### src/rtl/output_argmax.sv
// ---------------------------------------------------------------------------
// output_argmax
//
// Sequential classifier stage downstream of the neural network core. The
// block captures the final-layer score vector on a scores_ready pulse, scans
// it one element per clock to find the highest score, and presents the
// winning class through a valid/accept handshake.
//
// Ports:
//   clock         in   rising-edge clock
//   reset         in   asynchronous, active-high reset
//   scores_ready  in   one-cycle pulse, scores valid in this cycle
//   scores        in   NUM_CLASSES x W signed fixed-point scores
//   class_index   out  index of the maximum score (lowest index on ties)
//   class_score   out  maximum score, bit pattern identical to the input
//   class_valid   out  result available, held until accepted
//   class_accept  in   consumer takes the result on an edge with class_valid=1
//   busy          out  high while scanning or holding a result
//   drop_count    out  saturating count of ignored scores_ready pulses
//
// Handshake: a result is transferred on every rising edge where
// class_valid=1 and class_accept=1. While class_valid=1 the outputs
// class_index/class_score do not change. class_accept while class_valid=0
// has no effect. A new vector may be captured on the same edge that the
// previous result is accepted.
// ---------------------------------------------------------------------------

package fixed_point_pkg;
    localparam int INTEGER_WIDTH  = 8;
    localparam int FRACTION_WIDTH = 8;
endpackage

module output_argmax
    import fixed_point_pkg::*;
#(
    parameter  int NUM_CLASSES      = 10,
    parameter  int DROP_COUNT_WIDTH = 8,
    localparam int IDX_W            = (NUM_CLASSES > 1) ? $clog2(NUM_CLASSES) : 1,
    localparam int W                = INTEGER_WIDTH + FRACTION_WIDTH
) (
    input  logic                        clock,
    input  logic                        reset,
    input  logic                        scores_ready,
    // Fixed-point format: bit W-1 is integer bit INTEGER_WIDTH-1, bit 0 is
    // fraction bit -FRACTION_WIDTH.
    input  logic signed [W-1:0]         scores [NUM_CLASSES],
    output logic [IDX_W-1:0]            class_index,
    output logic signed [W-1:0]         class_score,
    output logic                        class_valid,
    input  logic                        class_accept,
    output logic                        busy,
    output logic [DROP_COUNT_WIDTH-1:0] drop_count
);

    typedef enum logic [1:0] {
        IDLE = 2'd0,
        SCAN = 2'd1,
        HOLD = 2'd2
    } state_t;

    localparam logic [IDX_W-1:0] LAST_IDX = IDX_W'(NUM_CLASSES - 1);

    state_t              state;
    logic signed [W-1:0] scores_q [NUM_CLASSES];
    logic signed [W-1:0] best;
    logic [IDX_W-1:0]    best_idx;
    logic [IDX_W-1:0]    scan_idx;

    logic                capture;
    logic                drop;
    logic signed [W-1:0] cand;
    logic                take;

    always_comb begin
        // A vector is taken when idle, or in HOLD on the same edge the
        // pending result is accepted (back-to-back operation).
        capture = scores_ready && ((state == IDLE) || ((state == HOLD) && class_accept));
        drop    = scores_ready && !capture;
        cand    = scores_q[scan_idx];
        // Strict compare so equal scores keep the lower index.
        take    = (cand > best);
    end

    always_ff @(posedge clock or posedge reset) begin
        if (reset) begin
            state       <= IDLE;
            for (int k = 0; k < NUM_CLASSES; k++) begin
                scores_q[k] <= '0;
            end
            best        <= '0;
            best_idx    <= '0;
            scan_idx    <= '0;
            class_index <= '0;
            class_score <= '0;
            class_valid <= 1'b0;
            busy        <= 1'b0;
            drop_count  <= '0;
        end else begin
            if (drop && (drop_count != {DROP_COUNT_WIDTH{1'b1}})) begin
                drop_count <= drop_count + DROP_COUNT_WIDTH'(1);
            end

            if (capture) begin
                scores_q <= scores;
                best     <= scores[0];
                best_idx <= '0;
                scan_idx <= IDX_W'(1);
                busy     <= 1'b1;
                if (NUM_CLASSES == 1) begin
                    // Nothing to scan: the single score is the result.
                    class_index <= '0;
                    class_score <= scores[0];
                    class_valid <= 1'b1;
                    state       <= HOLD;
                end else begin
                    class_valid <= 1'b0;
                    state       <= SCAN;
                end
            end else begin
                case (state)
                    SCAN: begin
                        if (scan_idx == LAST_IDX) begin
                            // The final comparison feeds the outputs directly
                            // so the last element is included in the result.
                            class_index <= take ? scan_idx : best_idx;
                            class_score <= take ? cand : best;
                            class_valid <= 1'b1;
                            state       <= HOLD;
                        end else begin
                            if (take) begin
                                best     <= cand;
                                best_idx <= scan_idx;
                            end
                            scan_idx <= scan_idx + IDX_W'(1);
                        end
                    end
                    HOLD: begin
                        if (class_accept) begin
                            class_valid <= 1'b0;
                            busy        <= 1'b0;
                            state       <= IDLE;
                        end
                    end
                    default: begin
                    end
                endcase
            end
        end
    end

endmodule

### config.mk
export PLATFORM = sky130hd
export DESIGN_NAME = output_argmax
export DESIGN_NICKNAME = d
export VERILOG_FILES = /design/src/rtl/output_argmax.sv
export SDC_FILE = /design/constraint.sdc
export NUM_CORES = 1
export LEC_CHECK = 0
export ABC_CLOCK_PERIOD_IN_PS = 7600
export CAP_MARGIN = 10
export CORE_MARGIN = 2
export CORE_UTILIZATION = 25
export CTS_BUF_LIST = sky130_fd_sc_hd__clkbuf_4 sky130_fd_sc_hd__clkbuf_8
export DETAILED_ROUTE_END_ITERATION = 16
export PLACE_DENSITY_LB_ADDON = 0.25
export SYNTH_ARGS = -nofsm -noshare
export SYNTH_HDL_FRONTEND = slang
export SYNTH_SLANG_ARGS = --single-unit
export TNS_END_PERCENT = 100
### constraint.sdc
create_clock -name clock -period 7.6 [get_ports clock]
set_input_delay 1.14 -clock clock [delete_from_list [all_inputs] [get_ports clock]]
set_output_delay 1.14 -clock clock [all_outputs]
set_load 0.1 [all_outputs]
==> run summary <==
The run finished with clean final reports. The global router's overall resource usage is 15.8%. The final clock period utilization by the worst path came out at 64.8%. The worst reg2reg path depth is 9. The min-delay analysis places its worst path in the category reg2reg.

Synthesis handed over a netlist of 1,074 instances. The final instance area is 13,400 um2. The clock latency of the later-clocked register in the worst-skew pair came out at 0.54 ns. The area of placed instances came out at 12,600 um2.

Setup repair after global routing left no endpoint under its margin. After clock tree synthesis, the clock-pin slew on the worst setup and hold paths is 0.07 ns. The count of inserted antenna diode cells is 0. The minimum period implied by the final worst setup slack came out at 4.93 ns. Across the routed clock network, the largest skew measured is 0.0193 ns. The number of buffers created by CTS is 39. The number of levels in the clock H-tree came out at 2. The primary flip-flop cell chosen by synthesis mapping is sky130_fd_sc_hd__dfrtp_1. Post-CTS timing repair inserted 0 buffers for setup. The highest ir drop seen on vdd came out at 0.223 mV.

The floorplan die height came out at 206 um. The die outline area came out at 42,400 um2. The share of post-route cells with drive strength above 1 is 9.79%. The count of synthesis-stage warnings from yosys came out at 0. The first-pass GRT wire length came out at 50,600 um. By startpoint and endpoint, the worst setup path is classified as reg2reg. The number of global-route vias before repair came to 8,403.

The endpoint identified for the worst register-to-register timing path is best[4]. The met2 global-route usage came out at 24.2%. The setup check on the worst reg-to-reg path leaves a slack of 2.67 ns. The final count of hold timing violations is 0.

The remaining routing DRC violations came out at 0. In the synthesized netlist the async set-or-reset flop fraction comes to 100%. The detail route stage leaves a number of antenna-violating nets equal to 0. The maximum number of pins on one net before global-route repair is 110.

The number of gates resized after CTS was 0. The standby leakage power came out at 6.43 nW. The net total in the final layout came out at 1,433. The total of max-cap violations came out at 0.

The area inside the core boundary came out at 40,000 um2. The number of sinks handled by clock tree synthesis is 215. The quantity of I/O buffers inserted on ports came out at 193. Derived from the worst setup path, the maximum achievable clock frequency is 0.203 GHz.

The total of flip-flops plus latches after synthesis is 215. The final routed wirelength across all metal layers came out at 33,300 um. At the placement stage, the worst setup path has a slack of 2.45 ns. The total count of max-transition violations in the final report came out at 0. The worst setup path is launched from a register.

Setup total negative slack on the finished layout was measured at 0 ns. Sequential cells were found to cover 52.8% of the synthesized design area. Global routing consumed, on the met3 layer, 2.93% of the routing resources. The end-of-flow core utilization is 33.4%. In this run the critical register-to-register path is launched from scan_idx[1]. The area growth from synthesis to layout is 31.3%. The total nets after synthesis is 1,257. The number of unique standard cell types used by synthesis came out at 42.

The first-iteration detailed-routing DRC count is 531. The total power per unit cell area came out at 474 nW/um2. The number of flops mapped to enable cells by yosys came out at 0. The detailed-placement wirelength estimate came out at 23,900 um. TritonCTS built the clock tree. The width of the die is 206 um. At the worst endpoint, the arrival time is 5.35 ns.

The required time of the worst setup path is 8.02 ns. The library cell used most frequently in the layout, excluding fill and tap cells, is sky130_fd_sc_hd__nand2_1. Following the worst setup path forward leads to its endpoint at best[4].

The initial antenna violation count came out at 1. The final worst slack is 2.67 ns. The relative max-transition margin came out at 23.3%. Before antenna repair, the detailed router went through 5 iterations. The critical path starts at scan_idx[1]. The met1 track demand over resource in global routing is 22.6%. STA classifies the critical path endpoint as a register.

The buffer cell driving the clock tree root is sky130_fd_sc_hd__clkbuf_8. Using the TritonRoute via totals, the vias-per-cell ratio works out to 4.51. At the pin with the least slew margin, the transition time is 1.15 ns. After global routing, the most crowded layer is met2. The total setup violations reported at the end of the flow came out at 0. The top cell types in the final layout, fill and taps aside, are sky130_fd_sc_hd__nand2_1, sky130_fd_sc_hd__dfrtp_1, sky130_fd_sc_hd__clkdlybuf4s50_1. The global placement routability congestion is 0.819. The detailed router placed 8,129 vias in this run.

The standard-cell row count came out at 73. The total overflow left after global routing is 0. In this run the worst path has a maximum fanout of 37. The synthesized area divided by synthesized cell count is 9.49 um2. In this run the deepest clock path goes through 3 buffers. The quantity of hold-fixing buffers added after cts is 0.

The number of top-level design ports came out at 194. The smallest hold slack is 0.469 ns. The starting utilization of the core area is 25.5%. After synthesis the cells add up to 10,200 um2.

The detailed-route wire length per cell is 18.5 um.
-- worst min-delay path by stage --
stage / to / slack, ns / cells past startpoint / startpoint
3_3_place_gp: scores_q[35] / 0.45 / 2 / scores_q[35]
6_report: scores_q[89] / 0.47 / 2 / scores_q[89]
2_1_floorplan: scores_q[112] / 0.44 / 2 / scores_q[112]
4_1_cts: scores_q[45] / 0.47 / 2 / scores_q[45]
3_5_place_dp: scores_q[45] / 0.46 / 2 / scores_q[45]
5_1_grt: scores_q[121] / 0.49 / 2 / scores_q[121]
-- state kept, by name, summed over array words and instances (netlist names) --
register / flops
best: 16
best_idx: 4
busy: 1
class_index: 4
class_score: 16
class_valid: 1
drop_count: 8
scan_idx: 4
scores_q: 160
state: 1
-- routing by layer --
metal / vias to the layer above / share of wire, %
met5: - / 0.036
met4: 2 / 2.4
met3: 50 / 5.0
met2: 220 / 45
met1: 3931 / 47
li1: 3926 / -
-- report_power, final --
group | total (mW) | internal [mW] | switching [mW] | leakage, nW
sequential | 2.12 | 1.71 | 0.414 | 2.68
combinational | 3.09 | 1.14 | 1.95 | 3.31
clock | 1.14 | 0.651 | 0.490 | 0.437
total | 6.35 | 3.49 | 2.85 | 6.43
-- cell families (layout without fill, tap and decap cells) --
kind of cell	after synthesis	after routing	share of synthesized area (%)
mux	69	69	10.7
flops	215	215	52.8
fa+ha+maj	19	19	2.33
compound gates	115	115	8.22
buf+inv	98	301	3.97
xor+xnor	9	9	0.774
simple gates	549	549	21.2
-- layout make-up --
class                           count  area, um2
Multi-Input combinational cell    761       4410
Clock inverter                      4       20.0
Sequential cell                   215       5390
Clock buffer                       64        787
Tap cell                          525        657
Fill cell                        4205      26600
Inverter                           34        135
Timing Repair Buffer              199       1980
-- through the flow --
| step | total power [mW] | cells |
|---|---|---|
| 6_report | 6.35 | 1802 |
| 5_1_grt | 6.80 | 1802 |
| 3_3_place_gp | 5.19 | 1733 |
| 3_5_place_dp | 5.24 | 1733 |
| 2_1_floorplan | 4.31 | 1074 |
| 4_1_cts | 6.40 | 1801 |
-- Yosys cell counts, types with 2 or more instances --
cell type | n | area, um2
sky130_fd_sc_hd__xor2_1 | 3 | 26.3
sky130_fd_sc_hd__mux2i_1 | 36 | 360
sky130_fd_sc_hd__a21o_1 | 4 | 30.0
sky130_fd_sc_hd__o21ai_0 | 25 | 125
sky130_fd_sc_hd__dfrtp_1 | 215 | 5380
sky130_fd_sc_hd__buf_2 | 10 | 50.1
sky130_fd_sc_hd__and2_1 | 3 | 18.8
sky130_fd_sc_hd__a22o_1 | 12 | 105
sky130_fd_sc_hd__nand2_1 | 488 | 1830
sky130_fd_sc_hd__nand4_1 | 7 | 43.8
sky130_fd_sc_hd__nand2b_1 | 4 | 25.0
sky130_fd_sc_hd__clkbuf_1 | 45 | 169
sky130_fd_sc_hd__inv_1 | 33 | 124
sky130_fd_sc_hd__o31ai_1 | 4 | 30.0
sky130_fd_sc_hd__and3_1 | 7 | 43.8
sky130_fd_sc_hd__nand3_1 | 5 | 25.0
sky130_fd_sc_hd__a311o_1 | 2 | 20.0
sky130_fd_sc_hd__buf_1 | 7 | 26.3
sky130_fd_sc_hd__a221o_1 | 4 | 40.0
sky130_fd_sc_hd__xnor2_1 | 6 | 52.6
sky130_fd_sc_hd__o22ai_1 | 17 | 106
sky130_fd_sc_hd__a31oi_1 | 15 | 93.8
sky130_fd_sc_hd__nor2_1 | 24 | 90.1
sky130_fd_sc_hd__nor2b_1 | 4 | 25.0
sky130_fd_sc_hd__a21oi_1 | 17 | 85.1
sky130_fd_sc_hd__a221oi_1 | 2 | 17.5
sky130_fd_sc_hd__mux4_2 | 32 | 721
sky130_fd_sc_hd__a221oi_2 | 10 | 150
sky130_fd_sc_hd__nor3_1 | 2 | 10.0
sky130_fd_sc_hd__ha_1 | 19 | 238
-- critical path, cell delays in order, from the launching register on --
cell and delay, ns:
sky130_fd_sc_hd__dfrtp_2 1.00, sky130_fd_sc_hd__inv_1 0.23, sky130_fd_sc_hd__nand3_1 0.58, sky130_fd_sc_hd__o22ai_1 0.35
sky130_fd_sc_hd__ha_1 0.49, sky130_fd_sc_hd__nand4_2 0.17, sky130_fd_sc_hd__nor4_1 0.59, sky130_fd_sc_hd__a311o_1 0.21
sky130_fd_sc_hd__nand2_1 0.59, sky130_fd_sc_hd__a221o_1 0.57
Note: power is estimated with default switching activity, not from simulation.
